[src/rtl/key_debounce_multi.sv]
// Multi-channel push-button debouncer: each channel has its own synchroniser,
// debounce counter and hold-time FSM producing level, press/release, long and repeat strobes.
module key_debounce_multi #(
    parameter int KEY_NUM    = 4,
    parameter int ACTIVE_LOW = 1,
    parameter int DELAY_CNT  = 999999,
    parameter int CNT_W      = 20,
    parameter int LONG_CYC   = 50000000,
    parameter int REPEAT_CYC = 10000000,
    parameter int HOLD_W     = 26
) (
    input  logic               s_clk,
    input  logic               s_rst,
    input  logic [KEY_NUM-1:0] key_in,
    output logic [KEY_NUM-1:0] key_level,
    output logic [KEY_NUM-1:0] key_press,
    output logic [KEY_NUM-1:0] key_release,
    output logic [KEY_NUM-1:0] key_long,
    output logic [KEY_NUM-1:0] key_repeat
);

    typedef enum logic [1:0] {
        IDLE,
        HELD,
        RPT
    } hold_state_e;

    localparam logic              IDLE_PIN  = (ACTIVE_LOW != 0);
    localparam logic [CNT_W-1:0]  DELAY_MAX = CNT_W'(DELAY_CNT);
    localparam logic [HOLD_W-1:0] LONG_LAST = HOLD_W'(LONG_CYC - 1);
    localparam logic [HOLD_W-1:0] REP_LAST  = HOLD_W'(REPEAT_CYC - 1);

    for (genvar g = 0; g < KEY_NUM; g++) begin : g_ch
        logic              sync1_q;
        logic              smp_q;
        logic              stb_q,     stb_d;
        logic [CNT_W-1:0]  cnt_q,     cnt_d;
        logic              level_q,   level_d;
        logic              press_q,   press_d;
        logic              release_q, release_d;
        logic              long_q,    long_d;
        logic              repeat_q,  repeat_d;
        hold_state_e       state_q,   state_d;
        logic [HOLD_W-1:0] hold_q,    hold_d;

        // NOTE: every signal driven here gets a default first, so no path leaves it unassigned (no latch).
        always_comb begin
            stb_d = stb_q;
            cnt_d = '0;
            if (smp_q != stb_q) begin
                if (cnt_q == DELAY_MAX) begin
                    stb_d = smp_q;
                end else begin
                    cnt_d = cnt_q + 1'b1;
                end
            end
        end

        // Level is registered one cycle behind stb so the edge strobes line up with it.
        assign level_d   = stb_q ^ IDLE_PIN;
        assign press_d   = level_d & ~level_q;
        assign release_d = ~level_d & level_q;

        always_comb begin
            state_d  = state_q;
            hold_d   = hold_q;
            long_d   = 1'b0;
            repeat_d = 1'b0;
            case (state_q)
                IDLE: begin
                    hold_d = '0;
                    if (press_d) begin
                        state_d = HELD;
                    end
                end
                HELD: begin
                    if (!level_d) begin
                        state_d = IDLE;
                        hold_d  = '0;
                    end else if (hold_q == LONG_LAST) begin
                        long_d  = 1'b1;
                        hold_d  = '0;
                        state_d = RPT;
                    end else begin
                        hold_d = hold_q + 1'b1;
                    end
                end
                RPT: begin
                    // Release wins over any strobe that would fall in the same cycle.
                    if (!level_d) begin
                        state_d = IDLE;
                        hold_d  = '0;
                    end else if (REPEAT_CYC != 0) begin
                        if (hold_q == REP_LAST) begin
                            repeat_d = 1'b1;
                            hold_d   = '0;
                        end else begin
                            hold_d = hold_q + 1'b1;
                        end
                    end
                end
                default: begin
                    state_d = IDLE;
                    hold_d  = '0;
                end
            endcase
        end

        // NOTE: sequential state uses non-blocking assignments so every flop sees pre-edge values.
        always_ff @(posedge s_clk or posedge s_rst) begin
            if (s_rst) begin
                sync1_q   <= IDLE_PIN;
                smp_q     <= IDLE_PIN;
                stb_q     <= IDLE_PIN;
                cnt_q     <= '0;
                level_q   <= 1'b0;
                press_q   <= 1'b0;
                release_q <= 1'b0;
                long_q    <= 1'b0;
                repeat_q  <= 1'b0;
                state_q   <= IDLE;
                hold_q    <= '0;
            end else begin
                sync1_q   <= key_in[g];
                smp_q     <= sync1_q;
                stb_q     <= stb_d;
                cnt_q     <= cnt_d;
                level_q   <= level_d;
                press_q   <= press_d;
                release_q <= release_d;
                long_q    <= long_d;
                repeat_q  <= repeat_d;
                state_q   <= state_d;
                hold_q    <= hold_d;
            end
        end

        assign key_level[g]   = level_q;
        assign key_press[g]   = press_q;
        assign key_release[g] = release_q;
        assign key_long[g]    = long_q;
        assign key_repeat[g]  = repeat_q;
    end

endmodule

[config.mk]
export PLATFORM = sky130hd
export DESIGN_NAME = key_debounce_multi
export DESIGN_NICKNAME = d
export VERILOG_FILES = /design/src/rtl/key_debounce_multi.sv
export SDC_FILE = /design/constraint.sdc
export NUM_CORES = 1
export LEC_CHECK = 0
export ABC_CLOCK_PERIOD_IN_PS = 9650
export BUFFER_PORTS_ARGS = -buffer_cell sky130_fd_sc_hd__buf_2
export CAP_MARGIN = 20
export CORE_ASPECT_RATIO = 1.25
export CORE_MARGIN = 8
export CORE_UTILIZATION = 45
export CTS_CLUSTER_DIAMETER = 80
export DETAILED_ROUTE_END_ITERATION = 10
export SLEW_MARGIN = 0
export SYNTH_ARGS = -nofsm -noshare
export SYNTH_HDL_FRONTEND = slang
export SYNTH_SLANG_ARGS = --single-unit
export TNS_END_PERCENT = 50
[constraint.sdc]
create_clock -name s_clk -period 9.65 [get_ports s_clk]
set_input_delay 1.4475 -clock s_clk [delete_from_list [all_inputs] [get_ports s_clk]]
set_output_delay 1.4475 -clock s_clk [all_outputs]
set_load 0.01 [all_outputs]
==> results of run 1 <==
## worst max path at each step
stage | start | to | slack (ns) | depth (start not counted)
finish | s_rst | g_ch[2].cnt_q[4] | 6.52 | 4
global route | s_rst | g_ch[0].hold_q[0] | 6.06 | 4
CTS | s_rst | g_ch[0].hold_q[0] | 6.36 | 4
detailed placement | s_rst | g_ch[0].hold_q[7] | 5.81 | 4
global placement | s_rst | g_ch[0].hold_q[7] | 5.85 | 4
floorplan | s_rst | g_ch[0].cnt_q[0] | 2.09 | 1
## flip-flops by register name, indices dropped and copies added (netlist names)
name	flops
g_ch.hold_q	104
g_ch.stb_q	4
g_ch.sync1_q	4
g_ch.state_q	8
g_ch.long_q	4
g_ch.cnt_q	80
g_ch.repeat_q	4
g_ch.press_q	4
g_ch.level_q	4
g_ch.release_q	4
g_ch.smp_q	4
## synthesized netlist by cell type, drive strengths merged (2+ instances only)
| cell type | count | area share, % |
|---|---|---|
| nor2 | 234 | 8.6 |
| a31oi | 5 | 0.55 |
| dfstp | 12 | 2.8 |
| inv | 36 | 1.2 |
| or3 | 2 | 0.16 |
| nand4 | 43 | 2.6 |
| nand2 | 73 | 2.5 |
| nor4bb | 3 | 0.27 |
| or4b | 2 | 0.21 |
| xnor2 | 97 | 7.7 |
| nor4 | 34 | 2.2 |
| buf | 34 | 2.4 |
| o21ai | 7 | 0.32 |
| nand2b | 4 | 0.23 |
| nor3 | 40 | 1.8 |
| nor4b | 7 | 0.55 |
| o22a | 2 | 0.16 |
| and4 | 15 | 1.2 |
| nand4b | 5 | 0.39 |
| nor3b | 2 | 0.14 |
| mux2 | 3 | 0.30 |
| and2 | 7 | 0.39 |
| a41oi | 2 | 0.23 |
| xor2 | 75 | 5.9 |
| or4 | 7 | 0.51 |
| clkbuf | 12 | 0.41 |
| a32oi | 3 | 0.41 |
| ha | 20 | 2.3 |
| and3 | 19 | 1.1 |
| dfrtp | 212 | 48 |
| a21oi | 2 | 0.090 |
| or2 | 7 | 0.39 |
| nand3b | 2 | 0.14 |
| nor2b | 3 | 0.17 |
| nand3 | 67 | 3.0 |
## area by class of cell
| type | count | area share [%] |
|---|---|---|
| Inverter | 36 | 1.175 |
| Clock buffer | 34 | 5.845 |
| Clock inverter | 10 | 0.6803 |
| Timing Repair Buffer | 28 | 1.196 |
| Tap cell | 330 | 3.402 |
| Multi-Input combinational cell | 802 | 41.40 |
| Sequential cell | 224 | 46.30 |
## metrics by stage
step / utilization (%) / area [sq um] / instances
after floorplan: - / 11090 / 1108
after global placement: 46.59 / 11340 / 1419
after detailed placement: 46.61 / 11350 / 1420
after CTS: 49.86 / 12140 / 1464
after global routing: 49.86 / 12140 / 1464
final: 49.86 / 12140 / 1464
## cells by family after synthesis
family / after synthesis / share of synthesized area (%)
simple gates: 582 / 27.06
flops: 224 / 50.67
xor+xnor: 172 / 13.58
buf+inv: 82 / 4.027
compound gates: 24 / 2.008
fa+ha+maj: 20 / 2.256
mux: 4 / 0.3948
## placed cells by master (no fill, tap or decap), drive strengths merged, types with 2 or more instances in the layout
master    count
or3           2
buf          28
nand2b        4
dfrtp       212
or2           7
o22a          2
nand4        43
nor4bb        3
a32oi         3
and4         15
nand4b        5
nand3        67
dfstp        12
or4b          2
xor2         75
a41oi         2
nor2b         3
nand2        73
nor2        234
clkinvlp      3
o21ai         7
inv          36
nor3         40
and2          7
mux2          3
a21oi         2
ha           20
nor4b         7
and3         19
a31oi         5
clkinv        6
nor4         34
nand3b        2
or4           7
clkbuf       34
xnor2        97
nor3b         2
## report_power, final
part           internal, mW  switching (mW)  total [mW]
Combinational       0.00616          0.0264      0.0326
Sequential            0.947         0.00521       0.952
Clock                 0.539           0.371       0.910
Total                  1.49           0.402        1.89
## metal layers
metal / vias to the layer above / global-route usage (%)
met5: - / 0
met4: 0 / 3.889
met3: 25 / 2.194
met2: 76 / 23.95
met1: 3628 / 17.80
li1: 3750 / -
## worst register-to-register path: stages (launching register included)
cell and delay (ns):
dfrtp_1 0.45, nor4b_1 0.49, nand4b_1 0.22, or4_4 0.62, a32oi_4 0.88, nor2_1 0.13
==> results.cfg, run 1 <==
[routing]
routed.top_layer = met4
drtAntennaViolNets = 0
m1WireLength_um = 9203
routed_via_density = 5.109
wl_per_cell_um = 13.55
wl_met2_um = 9670
drtIter0Drc = 342
wl_met3_um = 642
vias = 7479
drc = 0
dr.pass1.iters = 4
wl_um = 19840

[placed_design]
dp_hpwl_um = 13330
place.gp.congestion = 0.7963
dp_slack_ns = 5.810
port_buffers = 25

[hold_path]
whs_path_depth = 0
worst_hold_startpoint = g_ch[0].sync1_q
hold_end = g_ch[0].smp_q
hold_class = register to register

[cts]
cts.sinks = 224
clockBufferDepth = 3
insertion_delay_ns = 0.51
numCtsBuffers = 25
cts_tree = done
hold_buffers = 0
htreeDepth = 1
clk_pin_slew_worst_paths_ns = 0.06
cts_resized = 0
cts_root_buf = clkbuf_16
cts_setup_buffers = 0

[timing]
fmax_mhz = 319.5
fin_crit_ns = 3.130
hold_viol_final = 0
slew_viol_final = 0
clock_skew_ns = 0.01218
fin_tns_setup_ns = 0
whs_ns = 0.3538
worst-slew-pin-transition_ns = 1.114
slew_headroom_pct = 25.76
min_period_over_period_pct = 32.44
setup_violations = 0
setup_slack_ns = 6.520
rsz0062_at_grt = no

[grt]
antenna_found_initial = 0
grt_overflow_total = 0
grt_max_degree = 94
grt_pass1_wl_um = 35470
grt_usage_pct = 13.92
grt_pass1_vias = 7525

[power]
p_leak_nw = 5.162
vdd_drop_max_mv = 0.1420
power_density_nw_per_um2 = 156.1
power_mw = 1.894

[setup_path]
reg2reg_to = g_ch[2].hold_q[18]
cp_common_cell = buf_4
ff2ff_setup_slack_ns = 6.71
reg2reg_depth = 5
arrival_ns = 3.65
worstPathCellList = buf_2 > inv_8 > buf_4 > buf_4
slowest_stage = buf_4
cp_slowest_stage_delay_ns = 0.80
start_kind = primary input
crit_path_max_fanout = 93
regToRegStartpoint = g_ch[2].hold_q[18]
crit_buf_inv = 4
worstSetupEndpointType = async pin
timing_worst_setup_path_type = primary input to async pin
cp_data_required_time_ns = 10.17
crit_family = buffers and inverters

[layout]
drive_gt1_share_pct = 12.17
multi_input_area_sq_um = 5025
diodes = 0
area_growth_pct = 9.430
nNetsFinal = 1143
register_area_sq_um = 5620
fillCellCount = 2320

[yosys]
syn_nets = 1134
ys_types = 60
ys_seq_area_share_pct = 50.67
synth_area_sq_um = 11090
synth_seq_cells = 224
syn_area_per_cell_sq_um = 10.01
yosys_warnings = 0
synth_edf_count = 0
async_flop_share_pct = 100.0
synth_ff_type = dfrtp_1
syn_inst = 1108

[floorplanning]
io_pins = 26
start_util_pct = 45.56
core_sq_um = 24340
rows = 64
die_y_um = 191.5
die-area_sq_um = 29960
die_x_um = 156.4

[outcome]
status = finished, final reports clean

[run]
maxCapViolations = 0
(Power assumes the default switching activity.)
==> run 2, diff against run 1 <==
Settings changed: ABC_CLOCK_PERIOD_IN_PS 9650 to 2700.
Clock period 9.65 ns to 2.7 ns, I/O delays scaled along.
==> run 2 against run 1 <==
Effect of this change: final cell count increased by 1.2%; routed wire length increased by 2.5%; non-clock buffer count increased by 16; largest cell class unchanged; highest routed layer unchanged.
==> results.cfg, run 2 (synthesized netlist as in run 1, its figures left out) <==
[outcome]
status = finished, final reports clean

[cts]
numCtsBuffers = 25
cts_tree = done
insertion_delay_ns = 0.53
cts.sinks = 224
cts_resized = 0
clk_pin_slew_worst_paths_ns = 0.06
cts_setup_buffers = 0
clockBufferDepth = 3
cts_root_buf = clkbuf_16
htreeDepth = 1

[power]
vdd_drop_max_mv = 0.4386
power_density_nw_per_um2 = 560.1
p_leak_nw = 5.266
power_mw = 6.913

[layout]
largest_register_ffs = 104
nNetsFinal = 1159
final_cell_mix = dfrtp_1, nor2_1, xnor2_1, xor2_1, nand2_1
diodes = 0
drive_gt1_share_pct = 12.85
top_register = g_ch.hold_q
layout_commonest_cell = dfrtp_1
area_growth_pct = 11.28
biggestRegsByFlops = g_ch.hold_q x104, g_ch.cnt_q x80, g_ch.state_q x8
fillCellCount = 2250

[setup_path]
cp_data_required_time_ns = 3.09
arrival_ns = 2.77
regToRegStartpoint = g_ch[0].hold_q[0]
reg2reg_to = g_ch[0].hold_q[24]
cp_slowest_stage_delay_ns = 0.46
cp_common_cell = nand4_1
crit_path_max_fanout = 26
timing_worst_setup_path_type = register to register
ff2ff_setup_slack_ns = 0.33
worstPathCellList = ha_1 > nand4_1 > nor4_2 > nand4_1 > a31oi_4 > buf_4 > nor2_1
slowest_stage = nor4_2
start_kind = register
worstSetupEndpointType = register
reg2reg_depth = 7

[timing]
slew_headroom_pct = 48.50
clock_skew_ns = 0.02333
min_period_over_period_pct = 87.91
fin_tns_setup_ns = 0
rsz0062_at_grt = no
slew_viol_final = 0
fmax_mhz = 421.3
hold_viol_final = 0
fin_crit_ns = 2.374
worst-slew-pin-transition_ns = 0.7655
setup_violations = 0
setup_slack_ns = 0.3264

[grt]
grt_overflow_total = 0
antenna_found_initial = 0
grt_usage_pct = 14.27
grt_max_degree = 62
grt_pass1_vias = 7817
grt_pass1_wl_um = 36250

[placed_design]
place.gp.congestion = 0.8139
dp_slack_ns = 0.3614
port_buffers = 25
dp_hpwl_um = 13990

[routing]
wl_um = 20340
drtIter0Drc = 322
dr.pass1.iters = 4
routed_via_density = 5.123
drc = 0
wl_per_cell_um = 13.72
drtAntennaViolNets = 0
vias = 7592

[hold_path]
hold_class = register to register
hold_end = g_ch[2].smp_q
whs_path_depth = 0
worst_hold_startpoint = g_ch[2].sync1_q

[floorplanning]
start_util_pct = 45.56
die_y_um = 191.5
io_pins = 26
core_sq_um = 24340
rows = 64
die-area_sq_um = 29960
die_x_um = 156.4

[run]
maxCapViolations = 0
## run 2: final cells by class
type | instances | area (sq um) | share of cell area, %
sequential | 224 | 5620 | 45.53
multi-input combinational | 802 | 5025 | 40.71
clock buffer | 33 | 665.6 | 5.393
tap | 330 | 412.9 | 3.345
timing repair buffer | 44 | 330.3 | 2.676
clock inverter | 13 | 150.1 | 1.216
inverter | 36 | 138.9 | 1.125
## run 2: how the worst max path moves through the flow
stage,from,slack [ns],end,cells after the start
after floorplan,s_rst,-0.62,g_ch[0].cnt_q[0],1
after global placement,g_ch[0].hold_q[16],0.45,g_ch[0].hold_q[4],6
after detailed placement,g_ch[0].hold_q[0],0.36,g_ch[0].hold_q[24],7
after CTS,g_ch[0].hold_q[0],0.32,g_ch[0].hold_q[24],7
after global routing,g_ch[0].hold_q[0],0.07,g_ch[0].hold_q[9],7
final,g_ch[0].hold_q[0],0.33,g_ch[0].hold_q[24],7
## run 2: report_power, final
| group | leakage (nW) | internal (mW) | switching (mW) |
|---|---|---|---|
| clock | 0.403 | 2.03 | 1.35 |
| sequential | 3.00 | 3.38 | 0.0183 |
| combinational | 1.87 | 0.0372 | 0.0984 |
## run 2: per-layer routing
metal | vias to the layer above | GRT usage (%) | routed length (um)
li1 | 3781 | - | -
met1 | 3697 | 17.56 | 9155
met2 | 75 | 25.13 | 10000
met3 | 39 | 2.443 | 755
met4 | 0 | 4.185 | 427
met5 | - | 0 | 0
## run 2: what timing repair did
item,4_1_cts,5_1_grt
endpoints found under the hold margin,25,0
setup endpoints to repair,0,0
hold buffers,5,0
## run 2: stage by stage
step | hold slack, ns | util [%] | instance area [sq um] | std cells
2_1_floorplan | 0.3452 | - | 11100 | 1108
3_5_place_dp | 0.3475 | 47.15 | 11480 | 1431
6_report | 0.3544 | 50.70 | 12340 | 1482
5_1_grt | 0.3578 | 50.70 | 12340 | 1482
3_3_place_gp | 0.3463 | 47.15 | 11480 | 1431
4_1_cts | 0.3556 | 50.70 | 12340 | 1482
## run 2: critical path, delay by kind of cell, from the launching register on
family          cells  cell delay [ns]
compound gates      1             0.25
fa+ha+maj           1             0.22
buf+inv             1             0.30
flops               1             0.37
simple gates        4             1.10
==> run 3, diff against run 2 <==
--- a/config.mk
+++ b/config.mk
@@ -10,8 +10,9 @@
 export CAP_MARGIN = 20
 export CORE_ASPECT_RATIO = 1.25
-export CORE_MARGIN = 8
-export CORE_UTILIZATION = 45
+export CORE_MARGIN = 2
+export CORE_UTILIZATION = 57
 export CTS_CLUSTER_DIAMETER = 80
 export DETAILED_ROUTE_END_ITERATION = 10
+export PLACE_DENSITY = 0.77
 export SLEW_MARGIN = 0
 export SYNTH_ARGS = -nofsm -noshare
==> constraint.sdc (replaced) <==
create_clock -name s_clk -period 2.7 [get_ports s_clk]
set_input_delay 0.135 -clock s_clk [delete_from_list [all_inputs] [get_ports s_clk]]
set_output_delay 0.135 -clock s_clk [all_outputs]
set_load 0.01 [all_outputs]
==> run 3 against run 2 <==
Effect of this change: routed wire length decreased by 0.59%; core utilization is 13 points higher; design area hardly changed; register-to-register slack worse by 0.03 ns; count of clock-buffer cells in the layout decreased by 5; sequential share of layout area is essentially flat; combinational power hardly changed; critical endpoint is now g_ch[2].hold_q[4].
==> results.cfg, run 3 (synthesized netlist as in run 1, its figures left out) <==
[timing]
hold_viol_final = 0
fin_tns_setup_ns = 0
worst-slew-pin-transition_ns = 0.7635
fmax_mhz = 415.7
slew_viol_final = 0
min_period_over_period_pct = 89.11
rsz0062_at_grt = no
setup_violations = 0
clock_skew_ns = 0.01107
fin_crit_ns = 2.406
slew_headroom_pct = 48.63

[layout]
drive_gt1_share_pct = 13.45
nNetsFinal = 1160
biggestRegsByFlops = g_ch.hold_q x104, g_ch.cnt_q x80, g_ch.state_q x8
final_cell_mix = dfrtp_1, nor2_1, xnor2_1, xor2_1, nand2_1
area_growth_pct = 11.19
top_register = g_ch.hold_q
diodes = 0
largest_register_ffs = 104
instances_no_fill = 1388
layout_commonest_cell = dfrtp_1

[cts]
cts_tree = done
htreeDepth = 1
cts_setup_buffers = 0
clk_pin_slew_worst_paths_ns = 0.06
cts_resized = 0
numCtsBuffers = 24
hold_buffers = 5
insertion_delay_ns = 0.51
cts_root_buf = clkbuf_16
clockBufferDepth = 3
cts.sinks = 224

[routing]
wl_per_cell_um = 14.57
routed_via_density = 5.548
wl_um = 20220
dr.pass1.iters = 4
drtIter0Drc = 512
drtAntennaViolNets = 0
drc = 0
vias = 7701

[placed_design]
dp_hpwl_um = 13600
place.gp.congestion = 0.8550
place_inst = 1339
port_buffers = 25

[power]
power_density_nw_per_um2 = 586.7
p_leak_nw = 5.324
vdd_drop_max_mv = 0.5630

[floorplanning]
start_util_pct = 57.60
rows = 57
die-area_sq_um = 20600
core_sq_um = 19260
io_pins = 26
die_x_um = 128.8
die_y_um = 160.0

[grt]
grt_overflow_total = 0
grt_usage_pct = 20.46
grt_max_degree = 54
antenna_found_initial = 0
grt_pass1_vias = 7732
grt_pass1_wl_um = 35550

[setup_path]
start_kind = register
cp_data_required_time_ns = 3.09
worstSetupEndpointType = register
crit_path_max_fanout = 10
timing_worst_setup_path_type = register to register
arrival_ns = 2.79

[hold_path]
hold_class = primary input to async pin

[outcome]
status = finished, final reports clean

[run]
maxCapViolations = 0
## run 3: changes by cell type in the layout (fill, tap and decap cells not counted), sizes merged
cell	change
clkbuf	-5
bufinv	+3
buf	+2
clkinv	+1
inv	-1
## run 3: worst max-delay path: stages (launching register included)
cell	delay (ns)
dfrtp_1	0.40
ha_1	0.24
and4_1	0.26
nand4b_1	0.12
or4_4	0.59
a32oi_4	0.34
buf_4	0.28
nor2_2	0.05
## run 3: path summary, 6_finish.rpt
check | endpoint | slack, ns | from | cells past startpoint
max | g_ch[2].hold_q[4] | 0.29 | g_ch[2].hold_q[0] | 7
min | g_ch[3].hold_q[23] | 0.27 | s_rst | 3
max reg2reg | g_ch[2].hold_q[4] | 0.29 | g_ch[2].hold_q[0] | 7
min reg2reg | g_ch[2].smp_q | 0.35 | g_ch[2].sync1_q | 0
max in group asynchronous | g_ch[1].hold_q[2] | 1.69 | s_rst | 4
min in group s_clk | g_ch[2].sync1_q | 0.28 | key_in[2] | 2
## run 3: final cells by class
type                       instances  area, sq um
fill                            1485         6923
sequential                       224         5620
multi-input combinational        802         5025
clock buffer                      28        666.9
timing repair buffer              46        332.8
tap                              236        295.3
clock inverter                    16        254.0
inverter                          36        138.9
## run 3: power breakdown
group	switching (mW)	internal, mW	leakage, nW	total, mW
clock	1.34	2.36	0.453	3.70
sequential	0.0188	3.38	3.00	3.40
combinational	0.0993	0.0375	1.87	0.137
## run 3: stage by stage
stage	instance area (sq um)	power [mW]	setup slack (ns)	hold slack [ns]	utilization (%)
after global routing	12330	7.497	0.1057	0.2648	64.05
after detailed placement	11360	3.600	0.2795	0.2454	59.01
after global placement	11360	3.594	0.3308	0.2398	59.01
after floorplan	11100	3.550	-0.3492	0.1395	-
final	12330	7.235	0.2941	0.2709	64.05
after CTS	12330	7.329	0.2649	0.2514	64.05
## run 3: layer usage
layer	track usage, %	vias to the layer above	share of wire [%]
li1	-	3796	-
met1	28.08	3744	45
met4	5.385	0	1.9
met3	2.814	33	3.1
met2	34.32	128	50
met5	0	-	0
